[config.mk]
export PLATFORM = sky130hd
export DESIGN_NAME = multicycle_control_flat
export DESIGN_NICKNAME = d
export VERILOG_FILES = /design/src/rtl/multicycle_control_if.sv /design/src/rtl/multicycle_control.sv /design/src/flat_wrapper.sv
export SDC_FILE = /design/constraint.sdc
export NUM_CORES = 1
export LEC_CHECK = 0
export ABC_AREA = 1
export CAP_MARGIN = 20
export CORE_ASPECT_RATIO = 1.75
export CORE_MARGIN = 2
export CORE_UTILIZATION = 40
export DETAILED_ROUTE_END_ITERATION = 16
export GPL_TIMING_DRIVEN = 0
export PLACE_DENSITY = 0.73
export SYNTH_ARGS = -nofsm -noshare
export SYNTH_HDL_FRONTEND = slang
export SYNTH_SLANG_ARGS = --single-unit
export TNS_END_PERCENT = 5
[constraint.sdc]
create_clock -name clk -period 3.8 [get_ports clk]
set_input_delay 0.76 -clock clk [delete_from_list [all_inputs] [get_ports clk]]
set_output_delay 0.76 -clock clk [all_outputs]
set_load 0.05 [all_outputs]
[src/rtl/multicycle_control_if.sv]
// Control/status bundle between the multi-cycle MIPS controller (master) and its datapath (slave).
interface multicycle_control_if;
    logic [5:0] opcode;
    logic       MemReady;
    logic       MemRead, MemWrite, IRWrite, PCWrite, PCWriteCond, BranchNe, RegWrite;
    logic       IorD, ALUSrcA;
    logic [1:0] ALUSrcB, ALUOp, PCSource, RegDst, MemtoReg, MemDataSize;
    logic       MemDataSign, InstrDone, Fault;
    logic [1:0] FaultCause;
    logic [3:0] State;

    modport master (
        input  opcode, MemReady,
        output MemRead, MemWrite, IRWrite, PCWrite, PCWriteCond, BranchNe, RegWrite, IorD,
        output ALUSrcA, ALUSrcB, ALUOp, PCSource, RegDst, MemtoReg, MemDataSize,
        output MemDataSign, InstrDone, Fault, FaultCause, State
    );

    modport slave (
        output opcode, MemReady,
        input  MemRead, MemWrite, IRWrite, PCWrite, PCWriteCond, BranchNe, RegWrite, IorD,
        input  ALUSrcA, ALUSrcB, ALUOp, PCSource, RegDst, MemtoReg, MemDataSize,
        input  MemDataSign, InstrDone, Fault, FaultCause, State
    );
endinterface

[src/rtl/multicycle_control.sv]
// Multi-cycle MIPS control FSM: fetch/decode/execute/memory/write-back sequencing with
// ready/valid memory wait states, bounded access timeout and a sticky fault state.
module multicycle_control #(
    parameter int unsigned MEM_TIMEOUT = 16,
    parameter int unsigned CNT_W       = 5
) (
    input logic                 clk,
    input logic                 reset_n,
    multicycle_control_if.master ctrl
);

    typedef enum logic [3:0] {
        StFetch  = 4'd0,  StDecode = 4'd1,  StMemAdr = 4'd2,  StMemRd  = 4'd3,
        StMemWb  = 4'd4,  StMemWr  = 4'd5,  StRExec  = 4'd6,  StRWb    = 4'd7,
        StBranch = 4'd8,  StJump   = 4'd9,  StIExec  = 4'd10, StIWb    = 4'd11,
        StFault  = 4'd15
    } state_e;

    localparam logic [5:0] OpRformat = 6'd0,  OpJ    = 6'd2,  OpJal  = 6'd3,  OpBeq  = 6'd4;
    localparam logic [5:0] OpBne     = 6'd5,  OpAddi = 6'd8,  OpAndi = 6'd12, OpLb   = 6'd32;
    localparam logic [5:0] OpLh      = 6'd33, OpLw   = 6'd35, OpLbu  = 6'd36, OpLhu  = 6'd37;
    localparam logic [5:0] OpSb      = 6'd40, OpSh   = 6'd41, OpSw   = 6'd43;

    localparam bit             ToEn   = (MEM_TIMEOUT != 0);
    localparam logic [CNT_W-1:0] ToLast = CNT_W'((MEM_TIMEOUT == 0) ? 0 : MEM_TIMEOUT - 1);

    state_e           r_state, w_next;
    logic [CNT_W-1:0] r_cnt, w_cnt_next;
    logic             r_fault;
    logic [1:0]       r_cause, w_cause;

    logic       w_mem_read, w_mem_write, w_ir_write, w_pc_write, w_pc_write_cond, w_branch_ne;
    logic       w_reg_write, w_iord, w_alu_src_a, w_done, w_sign, w_timeout, w_is_load;
    logic [1:0] w_alu_src_b, w_alu_op, w_pc_source, w_reg_dst, w_mem_to_reg, w_size;

    assign w_is_load = ctrl.opcode inside {OpLb, OpLh, OpLw, OpLbu, OpLhu};
    assign w_timeout = ToEn && (r_cnt == ToLast) && !ctrl.MemReady;

    always_comb begin
        w_next          = r_state;
        w_cause         = 2'b00;
        w_mem_read      = 1'b0;
        w_mem_write     = 1'b0;
        w_ir_write      = 1'b0;
        w_pc_write      = 1'b0;
        w_pc_write_cond = 1'b0;
        w_branch_ne     = 1'b0;
        w_reg_write     = 1'b0;
        w_iord          = 1'b0;
        w_alu_src_a     = 1'b0;
        w_done          = 1'b0;
        w_alu_src_b     = 2'b00;
        w_alu_op        = 2'b00;
        w_pc_source     = 2'b00;
        w_reg_dst       = 2'b00;
        w_mem_to_reg    = 2'b00;
        unique case (r_state)
            StFetch: begin
                w_mem_read  = 1'b1;
                w_alu_src_b = 2'b01;
                if (ctrl.MemReady) begin
                    w_ir_write = 1'b1;
                    w_pc_write = 1'b1;
                    w_next     = StDecode;
                end else if (w_timeout) begin
                    w_next  = StFault;
                    w_cause = 2'b10;
                end
            end
            StDecode: begin
                w_alu_src_b = 2'b11;
                case (ctrl.opcode)
                    OpLb, OpLh, OpLw, OpLbu, OpLhu, OpSb, OpSh, OpSw: w_next = StMemAdr;
                    OpRformat:                                        w_next = StRExec;
                    OpBeq, OpBne:                                     w_next = StBranch;
                    OpJ, OpJal:                                       w_next = StJump;
                    OpAddi, OpAndi:                                   w_next = StIExec;
                    default: begin
                        w_next  = StFault;
                        w_cause = 2'b01;
                    end
                endcase
            end
            StMemAdr: begin
                w_alu_src_a = 1'b1;
                w_alu_src_b = 2'b10;
                w_next      = w_is_load ? StMemRd : StMemWr;
            end
            StMemRd: begin
                w_mem_read = 1'b1;
                w_iord     = 1'b1;
                if (ctrl.MemReady) begin
                    w_next = StMemWb;
                end else if (w_timeout) begin
                    w_next  = StFault;
                    w_cause = 2'b10;
                end
            end
            StMemWb: begin
                w_mem_to_reg = 2'b01;
                w_reg_write  = 1'b1;
                w_done       = 1'b1;
                w_next       = StFetch;
            end
            StMemWr: begin
                w_mem_write = 1'b1;
                w_iord      = 1'b1;
                if (ctrl.MemReady) begin
                    w_done = 1'b1;
                    w_next = StFetch;
                end else if (w_timeout) begin
                    w_next  = StFault;
                    w_cause = 2'b10;
                end
            end
            StRExec: begin
                w_alu_src_a = 1'b1;
                w_alu_op    = 2'b10;
                w_next      = StRWb;
            end
            StRWb: begin
                w_reg_dst   = 2'b01;
                w_reg_write = 1'b1;
                w_done      = 1'b1;
                w_next      = StFetch;
            end
            StBranch: begin
                w_alu_src_a     = 1'b1;
                w_alu_op        = 2'b01;
                w_pc_write_cond = 1'b1;
                w_pc_source     = 2'b01;
                w_branch_ne     = (ctrl.opcode == OpBne);
                w_done          = 1'b1;
                w_next          = StFetch;
            end
            StJump: begin
                w_pc_write  = 1'b1;
                w_pc_source = 2'b10;
                if (ctrl.opcode == OpJal) begin
                    w_reg_write  = 1'b1;
                    w_reg_dst    = 2'b10;
                    w_mem_to_reg = 2'b10;
                end
                w_done = 1'b1;
                w_next = StFetch;
            end
            StIExec: begin
                w_alu_src_a = 1'b1;
                w_alu_src_b = 2'b10;
                w_alu_op    = (ctrl.opcode == OpAndi) ? 2'b11 : 2'b00;
                w_next      = StIWb;
            end
            StIWb: begin
                w_reg_write = 1'b1;
                w_done      = 1'b1;
                w_next      = StFetch;
            end
            StFault: w_next = StFault;
            default: w_next = StFetch;
        endcase
    end

    // Access size/sign only matter while a load/store is in flight.
    always_comb begin
        w_size = 2'b00;
        w_sign = 1'b0;
        if (r_state inside {StMemAdr, StMemRd, StMemWb, StMemWr}) begin
            case (ctrl.opcode)
                OpLw, OpSw:        w_size = 2'b11;
                OpLh, OpLhu, OpSh: w_size = 2'b10;
                OpLb, OpLbu, OpSb: w_size = 2'b01;
                default:           w_size = 2'b00;
            endcase
            w_sign = ctrl.opcode inside {OpLw, OpLh, OpLb, OpSw, OpSh, OpSb};
        end
    end

    // Counter is zero on every entry to an access state and counts its wait cycles.
    always_comb begin
        w_cnt_next = '0;
        if ((r_state inside {StFetch, StMemRd, StMemWr}) && (w_next == r_state)) begin
            w_cnt_next = r_cnt + CNT_W'(1);
        end
    end

    always_ff @(posedge clk or negedge reset_n) begin
        if (!reset_n) begin
            r_state <= StFetch;
            r_cnt   <= '0;
            r_fault <= 1'b0;
            r_cause <= 2'b00;
        end else begin
            r_state <= w_next;
            r_cnt   <= w_cnt_next;
            if ((w_next == StFault) && (r_state != StFault)) begin
                r_fault <= 1'b1;
                r_cause <= w_cause;
            end
        end
    end

    // Reset kills every decoded output at once, so no write-back survives an abort.
    assign ctrl.MemRead     = reset_n & w_mem_read;
    assign ctrl.MemWrite    = reset_n & w_mem_write;
    assign ctrl.IRWrite     = reset_n & w_ir_write;
    assign ctrl.PCWrite     = reset_n & w_pc_write;
    assign ctrl.PCWriteCond = reset_n & w_pc_write_cond;
    assign ctrl.BranchNe    = reset_n & w_branch_ne;
    assign ctrl.RegWrite    = reset_n & w_reg_write;
    assign ctrl.IorD        = reset_n & w_iord;
    assign ctrl.ALUSrcA     = reset_n & w_alu_src_a;
    assign ctrl.ALUSrcB     = reset_n ? w_alu_src_b  : 2'b00;
    assign ctrl.ALUOp       = reset_n ? w_alu_op     : 2'b00;
    assign ctrl.PCSource    = reset_n ? w_pc_source  : 2'b00;
    assign ctrl.RegDst      = reset_n ? w_reg_dst    : 2'b00;
    assign ctrl.MemtoReg    = reset_n ? w_mem_to_reg : 2'b00;
    assign ctrl.MemDataSize = reset_n ? w_size       : 2'b00;
    assign ctrl.MemDataSign = reset_n & w_sign;
    assign ctrl.InstrDone   = reset_n & w_done;
    assign ctrl.Fault       = r_fault;
    assign ctrl.FaultCause  = r_cause;
    assign ctrl.State       = r_state;

endmodule

[src/flat_wrapper.sv]
// flat-port wrapper written by rule: the top's interface ports become plain ports
module multicycle_control_flat 
#(
    parameter int unsigned MEM_TIMEOUT = 16,
    parameter int unsigned CNT_W       = 5
)
  (clk, reset_n, ctrl_opcode, ctrl_MemReady, ctrl_MemRead, ctrl_MemWrite, ctrl_IRWrite, ctrl_PCWrite, ctrl_PCWriteCond, ctrl_BranchNe, ctrl_RegWrite, ctrl_IorD, ctrl_ALUSrcA, ctrl_ALUSrcB, ctrl_ALUOp, ctrl_PCSource, ctrl_RegDst, ctrl_MemtoReg, ctrl_MemDataSize, ctrl_MemDataSign, ctrl_InstrDone, ctrl_Fault, ctrl_FaultCause, ctrl_State);
  multicycle_control_if ctrl_i ();
  input logic clk;
  input logic reset_n;
  input wire logic [$bits(ctrl_i.opcode)-1:0] ctrl_opcode;
  input wire logic [$bits(ctrl_i.MemReady)-1:0] ctrl_MemReady;
  output wire logic [$bits(ctrl_i.MemRead)-1:0] ctrl_MemRead;
  output wire logic [$bits(ctrl_i.MemWrite)-1:0] ctrl_MemWrite;
  output wire logic [$bits(ctrl_i.IRWrite)-1:0] ctrl_IRWrite;
  output wire logic [$bits(ctrl_i.PCWrite)-1:0] ctrl_PCWrite;
  output wire logic [$bits(ctrl_i.PCWriteCond)-1:0] ctrl_PCWriteCond;
  output wire logic [$bits(ctrl_i.BranchNe)-1:0] ctrl_BranchNe;
  output wire logic [$bits(ctrl_i.RegWrite)-1:0] ctrl_RegWrite;
  output wire logic [$bits(ctrl_i.IorD)-1:0] ctrl_IorD;
  output wire logic [$bits(ctrl_i.ALUSrcA)-1:0] ctrl_ALUSrcA;
  output wire logic [$bits(ctrl_i.ALUSrcB)-1:0] ctrl_ALUSrcB;
  output wire logic [$bits(ctrl_i.ALUOp)-1:0] ctrl_ALUOp;
  output wire logic [$bits(ctrl_i.PCSource)-1:0] ctrl_PCSource;
  output wire logic [$bits(ctrl_i.RegDst)-1:0] ctrl_RegDst;
  output wire logic [$bits(ctrl_i.MemtoReg)-1:0] ctrl_MemtoReg;
  output wire logic [$bits(ctrl_i.MemDataSize)-1:0] ctrl_MemDataSize;
  output wire logic [$bits(ctrl_i.MemDataSign)-1:0] ctrl_MemDataSign;
  output wire logic [$bits(ctrl_i.InstrDone)-1:0] ctrl_InstrDone;
  output wire logic [$bits(ctrl_i.Fault)-1:0] ctrl_Fault;
  output wire logic [$bits(ctrl_i.FaultCause)-1:0] ctrl_FaultCause;
  output wire logic [$bits(ctrl_i.State)-1:0] ctrl_State;
  assign ctrl_i.opcode = ctrl_opcode;
  assign ctrl_i.MemReady = ctrl_MemReady;
  assign ctrl_MemRead = ctrl_i.MemRead;
  assign ctrl_MemWrite = ctrl_i.MemWrite;
  assign ctrl_IRWrite = ctrl_i.IRWrite;
  assign ctrl_PCWrite = ctrl_i.PCWrite;
  assign ctrl_PCWriteCond = ctrl_i.PCWriteCond;
  assign ctrl_BranchNe = ctrl_i.BranchNe;
  assign ctrl_RegWrite = ctrl_i.RegWrite;
  assign ctrl_IorD = ctrl_i.IorD;
  assign ctrl_ALUSrcA = ctrl_i.ALUSrcA;
  assign ctrl_ALUSrcB = ctrl_i.ALUSrcB;
  assign ctrl_ALUOp = ctrl_i.ALUOp;
  assign ctrl_PCSource = ctrl_i.PCSource;
  assign ctrl_RegDst = ctrl_i.RegDst;
  assign ctrl_MemtoReg = ctrl_i.MemtoReg;
  assign ctrl_MemDataSize = ctrl_i.MemDataSize;
  assign ctrl_MemDataSign = ctrl_i.MemDataSign;
  assign ctrl_InstrDone = ctrl_i.InstrDone;
  assign ctrl_Fault = ctrl_i.Fault;
  assign ctrl_FaultCause = ctrl_i.FaultCause;
  assign ctrl_State = ctrl_i.State;
  multicycle_control #(.MEM_TIMEOUT(MEM_TIMEOUT), .CNT_W(CNT_W)) u_core (.clk(clk), .reset_n(reset_n), .ctrl(ctrl_i));
endmodule
==> impl_metrics.ini, run 1 <==
[die]
fp.dieW_um = 43.4
initial_core_util_pct = 40.9
dieArea_sq_mm = 0.00317
die_h_um = 73.0
io_pins = 39
fp-row-count = 25
core-area_sq_mm = 0.00266

[pwr]
switchingPower_mw = 0.0678
p_seq_share_pct = 43.1
vdd_drop_max_mv = 0.0956
pwr-share-clk_pct = 45.5
leakage_nw = 0.710
switching_share_pct = 22.6
p_int_mw = 0.233
p_per_area_mw_per_mm2 = 193
power_mw = 0.301
pwr-share-comb_pct = 11.5

[synthesis]
ys_seq_area_share_pct = 27.6
synth_top_area_share_pct = 27.6
syn_inst = 177
yosys_warnings = 0
synth-async-reset-ratio_pct = 100
ys_types = 28
yosys_most_used_dff = dfrtp_1
synth_top_cell_by_area = dfrtp_1
synth.area.top_cells = dfrtp_1 (28%), nor2_1 (15%), nand2_1 (11%)
ys_ff_latch = 12
avgSynthCellArea_sq_um = 6.14
syn_area_sq_mm = 0.00109
synth_edf_count = 0
synth_nets = 188

[critical_path]
critPathMaxStageDelay_ns = 0.79
critPathRequiredTime_ns = 3.04
critical_path.top_delay_family = buffers and inverters
arrival_ns = 2.88
crit_chain = clkdlybuf4s50_1 -> nor2_1 -> nand4_1 -> nor2_1 -> buf_4 -> clkdlybuf4s50_1
cp-start-kind = input port
crit_fanout = 7
cp_slowest_cell = clkdlybuf4s50_1
path_buf_inv = 3
critPathCaptureType = output pin
critPathKind = input port to output pin

[clocking]
cts_buffers = 3
cts_setup_buffers = 0
clkSinkCount = 12
ctsResizeCount = 2
insertion_delay_ns = 0.24
cts_tree = yes
root_buffer = clkbuf_8
cts_buffer_depth = 2
cts_hold_buf = 0
h-tree-depth = 1
path_clk_slew_ns = 0.05

[sta]
fin_setup_tns_ns = 0
slew_headroom_pct = 66.1
finalMaxSlewViolations = 0
tightestPinTransition_ns = 0.507
rsz0062_at_grt = no
skew_ns = 0.000338
max_freq_mhz = 275
min_period_over_period_pct = 95.7
setup_viol = 0
finalWorstSetupSlack_ns = 0.162
hold_violations = 0
min_period_ns = 3.64

[layout]
nets = 231
diodes = 0
area_growth_pct = 42.9
drive_gt1_share_pct = 7.31

[drt]
post_drt_wl_per_cell_um = 11.9
routed-via-count = 1277
drc = 0
drtAntennaViolNets = 0
via_per_inst = 5.19
drt_pass1_iterations = 4
drtIter0Drc = 43
drt_wl_total_um = 2920

[grt]
grt_max_degree = 16
antenna_found_initial = 0
grt_pass1_vias = 1215
gr-usage-all-layers_pct = 20.0
gr-total-overflow = 0
grt_pass1_wl_um = 4950

[place]
port_buffers = 38
gp_routability_congestion = 0.910
dpl_worst_slack_ns = -0.278
hpwl_um = 2420

[run_status]
status = finished clean

[hold_path]
hp-class = input port to asynchronous set/reset pin

[flow_run]
maxCapViolCount = 0
## cell families after synthesis
logic type	share of synthesized area, %
adders and majority gates	2.30
buffers and inverters	12.4
and+or+nand+nor	46.4
AOI/OAI and AO/OA	9.67
xor gates and xnor gates	1.61
DFF	27.6
## flip-flops by register name, summed over array words and instances, names as in the netlist
name,count
u_core.ctrl.State,4
u_core.ctrl.FaultCause,2
u_core.ctrl.Fault,1
u_core.r_cnt,5
## power groups by stage
stage	registers [mW]	logic, mW	clock network [mW]
after detailed placement	0.132	0.0351	0
final	0.129	0.0345	0.137
after global routing	0.129	0.0381	0.142
after global placement	0.132	0.0342	0
after floorplan	0.135	0.0130	0
after CTS	0.129	0.0349	0.139
## synthesized netlist by cell type (2+ instances only)
cell type	instances
o21ai_0	7
nand3_1	15
a31oi_1	4
buf_4	2
nand2_1	33
inv_1	29
a21oi_1	4
ha_1	2
nand4_1	4
nor2_1	44
inv_2	2
dfrtp_1	12
nor2_4	2
nor3_1	3
## routing by layer
layer	wire length [um]	track usage, %	vias up
met5	0	0	-
met4	87	9.09	0
met3	140	2.23	8
met2	1570	37.1	54
met1	1130	21.8	566
li1	-	-	649
## worst paths after layout
check / depth (start not counted) / slack, ns / startpoint / end
max: 6 / 0.16 / ctrl_opcode[5] / ctrl_RegDst[1]
min: 1 / 0.41 / reset_n / u_core.ctrl.FaultCause[1]$_DFFE_PN0P_
max reg2reg: 12 / 1.86 / u_core.r_cnt[0]$_DFF_PN0_ / u_core.r_cnt[1]$_DFF_PN0_
min reg2reg: 1 / 0.46 / u_core.r_cnt[0]$_DFF_PN0_ / u_core.r_cnt[0]$_DFF_PN0_
max in group asynchronous: 1 / 3.13 / reset_n / u_core.r_cnt[0]$_DFF_PN0_
min in group clk: 1 / 0.46 / u_core.r_cnt[0]$_DFF_PN0_ / u_core.r_cnt[0]$_DFF_PN0_
## layout make-up
class,count,area (sq um)
fillers,252,1100
plain buffers,3,18.8
clock buffers,4,55.1
repair buffers,38,378
inverters,31,116
flip-flops and latches,12,300
well taps,27,33.8
multi-input cells,131,652
## per-stage QoR
step / std cells / cell area, sq um / hold WS, ns / util (%)
floorplan: 177 / 1090 / 0.432 / -
global route: 246 / 1550 / 0.442 / 58.4
finish: 246 / 1550 / 0.414 / 58.4
CTS: 246 / 1560 / 0.464 / 58.5
global placement: 242 / 1500 / 0.443 / 56.5
detailed placement: 242 / 1500 / 0.450 / 56.5
## cell usage in the layout, fill, tap and decap left out, types with 2 or more instances in the layout
master / Yosys / layout
nor3_1: 3 / 3
ha_1: 2 / 2
buf_4: 2 / 2
dfrtp_1: 12 / 12
inv_1: 29 / 29
nand2_1: 33 / 33
inv_2: 2 / 2
nand4_1: 4 / 4
clkdlybuf4s50_1: 0 / 36
nor2_1: 44 / 44
o21ai_0: 7 / 6
a31oi_1: 4 / 4
nor2_4: 2 / 2
a21oi_1: 4 / 4
clkbuf_8: 0 / 4
nand3_1: 15 / 15
Note: power is estimated with default switching activity, not from simulation.
==> run 2, diff against run 1 <==
- CORE_ASPECT_RATIO: 1.75 -> 1.1
- CTS_CLUSTER_DIAMETER: default -> 80
- PLACE_DENSITY: 0.73 -> 0.76
==> run 2 against run 1 <==
Net effect:
- hold slack better by 0.050 ns
- clock power is 47% lower
- worst setup slack better by 0.017 ns
- die area is 0.50% lower
- critical path depth stayed put
- power is 21% lower
- non-clock buffer count stayed put
- sequential power hardly changed
- sequential cell count stayed put
==> impl_metrics.ini, run 2 (synthesis results as in run 1) <==
[run_status]
status = finished clean

[place]
dp.cells = 246
port_buffers = 38
gp_routability_congestion = 0.895
hpwl_um = 2370
dpl_worst_slack_ns = -0.332

[drt]
post_drt_wl_per_cell_um = 11.0
drtAntennaViolNets = 0
drtIter0Drc = 43
drt_pass1_iterations = 4
routed-via-count = 1231
drc = 0
drt_wl_total_um = 2730
via_per_inst = 4.94

[sta]
tightestPinTransition_ns = 0.522
finalWorstSetupSlack_ns = 0.179
min_period_over_period_pct = 95.3
rsz0062_at_grt = no
hold_violations = 0
slew_headroom_pct = 65.1
fin_setup_tns_ns = 0
finalMaxSlewViolations = 0
skew_ns = 0.000963
setup_viol = 0
max_freq_mhz = 276
min_period_ns = 3.62

[pwr]
switchingPower_mw = 0.0587
p_int_mw = 0.178
p_per_area_mw_per_mm2 = 154
pwr-share-comb_pct = 14.7
switching_share_pct = 24.8
leakage_nw = 0.696
p_seq_share_pct = 54.5
power_mw = 0.237
vdd_drop_max_mv = 0.191
pwr-share-clk_pct = 30.7

[grt]
grt_pass1_vias = 1098
grt_max_degree = 16
antenna_found_initial = 0
gr-total-overflow = 0
gr-usage-all-layers_pct = 19.3
grt_pass1_wl_um = 4670

[clocking]
cts_hold_buf = 0
cts_setup_buffers = 0
h-tree-depth = 1
clkSinkCount = 12
path_clk_slew_ns = 0.06
cts_buffers = 3
cts_buffer_depth = 2
insertion_delay_ns = 0.26
root_buffer = clkbuf_4
cts_tree = yes

[die]
initial_core_util_pct = 42.7
io_pins = 39
dieArea_sq_mm = 0.00315
die_h_um = 58.7
fp-row-count = 19
core-area_sq_mm = 0.00254
fp.dieW_um = 53.7

[layout]
drive_gt1_share_pct = 6.88
layout_commonest_cell = nor2_1
largest_register = u_core.r_cnt
fillers = 244
nets = 231
final_cell_mix = nor2_1 (44), clkdlybuf4s50_1 (36), nand2_1 (33)
largest_reg_flops = 5
diodes = 0
layoutNonFillerInstCount = 249
area_growth_pct = 41.0
fin_util_pct = 60.3

[critical_path]
critPathKind = input port to output pin
crit_fanout = 7
critPathMaxStageDelay_ns = 0.78
critPathCaptureType = output pin
crit_chain = clkdlybuf4s50_1 -> nor2_1 -> nand4_1 -> nor2_1 -> buf_4 -> clkdlybuf4s50_1
cp_slowest_cell = clkdlybuf4s50_1
cp-start-kind = input port
timing.reg2reg.setup_slack_ns = 1.88
arrival_ns = 2.86
critPathRequiredTime_ns = 3.04

[hold_path]
hp-class = flip-flop to flip-flop

[flow_run]
maxCapViolCount = 0
[run 2: cell count changes in the layout (fill, tap and decap cells not counted), sizes merged]
cell	change
clkbuf	-2
clkdlybuf4s15	+1
[run 2: critical path, delay by kind of cell]
kind	cells	cell delay (ns)
buffers and inverters	3	1.34
and+or+nand+nor	3	0.75
[run 2: area by class of cell]
type / instances / area (sq um) / area share, %
Buffer: 3 / 18.8 / 1.22
Clock buffer: 3 / 22.5 / 1.47
Inverter: 31 / 116 / 7.59
Multi-Input combinational cell: 131 / 652 / 42.5
Sequential cell: 12 / 300 / 19.6
Tap cell: 31 / 38.8 / 2.53
Timing Repair Buffer: 38 / 384 / 25.1
[run 2: routing by layer]
layer  global-route usage, %  up-vias  routed length (um)  share of wire, %
li1                        -      651                   -                 -
met1                    24.7      550                1250                46
met2                    34.5       30                1400                51
met3                    3.81        0                  80               2.9
met4                    1.10        0                   0                 0
met5                       0        -                   0                 0
[run 2: path summary, 6_finish.rpt]
| path | start | to | depth (start not counted) |
|---|---|---|---|
| max reg2reg | u_core.r_cnt[0]$_DFF_PN0_ | u_core.r_cnt[0]$_DFF_PN0_ | 12 |
| max in group asynchronous | reset_n | u_core.r_cnt[3]$_DFF_PN0_ | 1 |
| min in group asynchronous | reset_n | u_core.ctrl.Fault$_DFFE_PN0P_ | 1 |
| max | ctrl_opcode[5] | ctrl_RegDst[1] | 6 |
| min reg2reg | u_core.ctrl.Fault$_DFFE_PN0P_ | u_core.ctrl.Fault$_DFFE_PN0P_ | 2 |
| min | u_core.ctrl.Fault$_DFFE_PN0P_ | u_core.ctrl.Fault$_DFFE_PN0P_ | 2 |
[run 2: per-stage QoR]
stage | area [sq um] | hold WS (ns)
3_5_place_dp | 1510 | 0.457
4_1_cts | 1530 | 0.472
2_1_floorplan | 1090 | 0.432
6_report | 1530 | 0.464
3_3_place_gp | 1510 | 0.448
5_1_grt | 1530 | 0.504
[run 2: power groups by stage]
stage | Combinational (mW) | Clock [mW] | Sequential (mW)
after floorplan | 0.0130 | 0 | 0.135
after detailed placement | 0.0352 | 0 | 0.132
after global placement | 0.0343 | 0 | 0.132
after global routing | 0.0393 | 0.0835 | 0.129
after CTS | 0.0351 | 0.0771 | 0.129
final | 0.0349 | 0.0728 | 0.129
[run 2: timing repair]
item                       in CTS  in global routing
resized for setup               3                  1
hold endpoints to repair        0                  0
setup endpoints to repair      20                  1
pin swaps                       0                  0
==> run 3, diff against run 2 <==
- SLEW_MARGIN: default -> 30
==> results of run 3 <==
The final DEF is identical to that of run 2; final timing and power are the same.
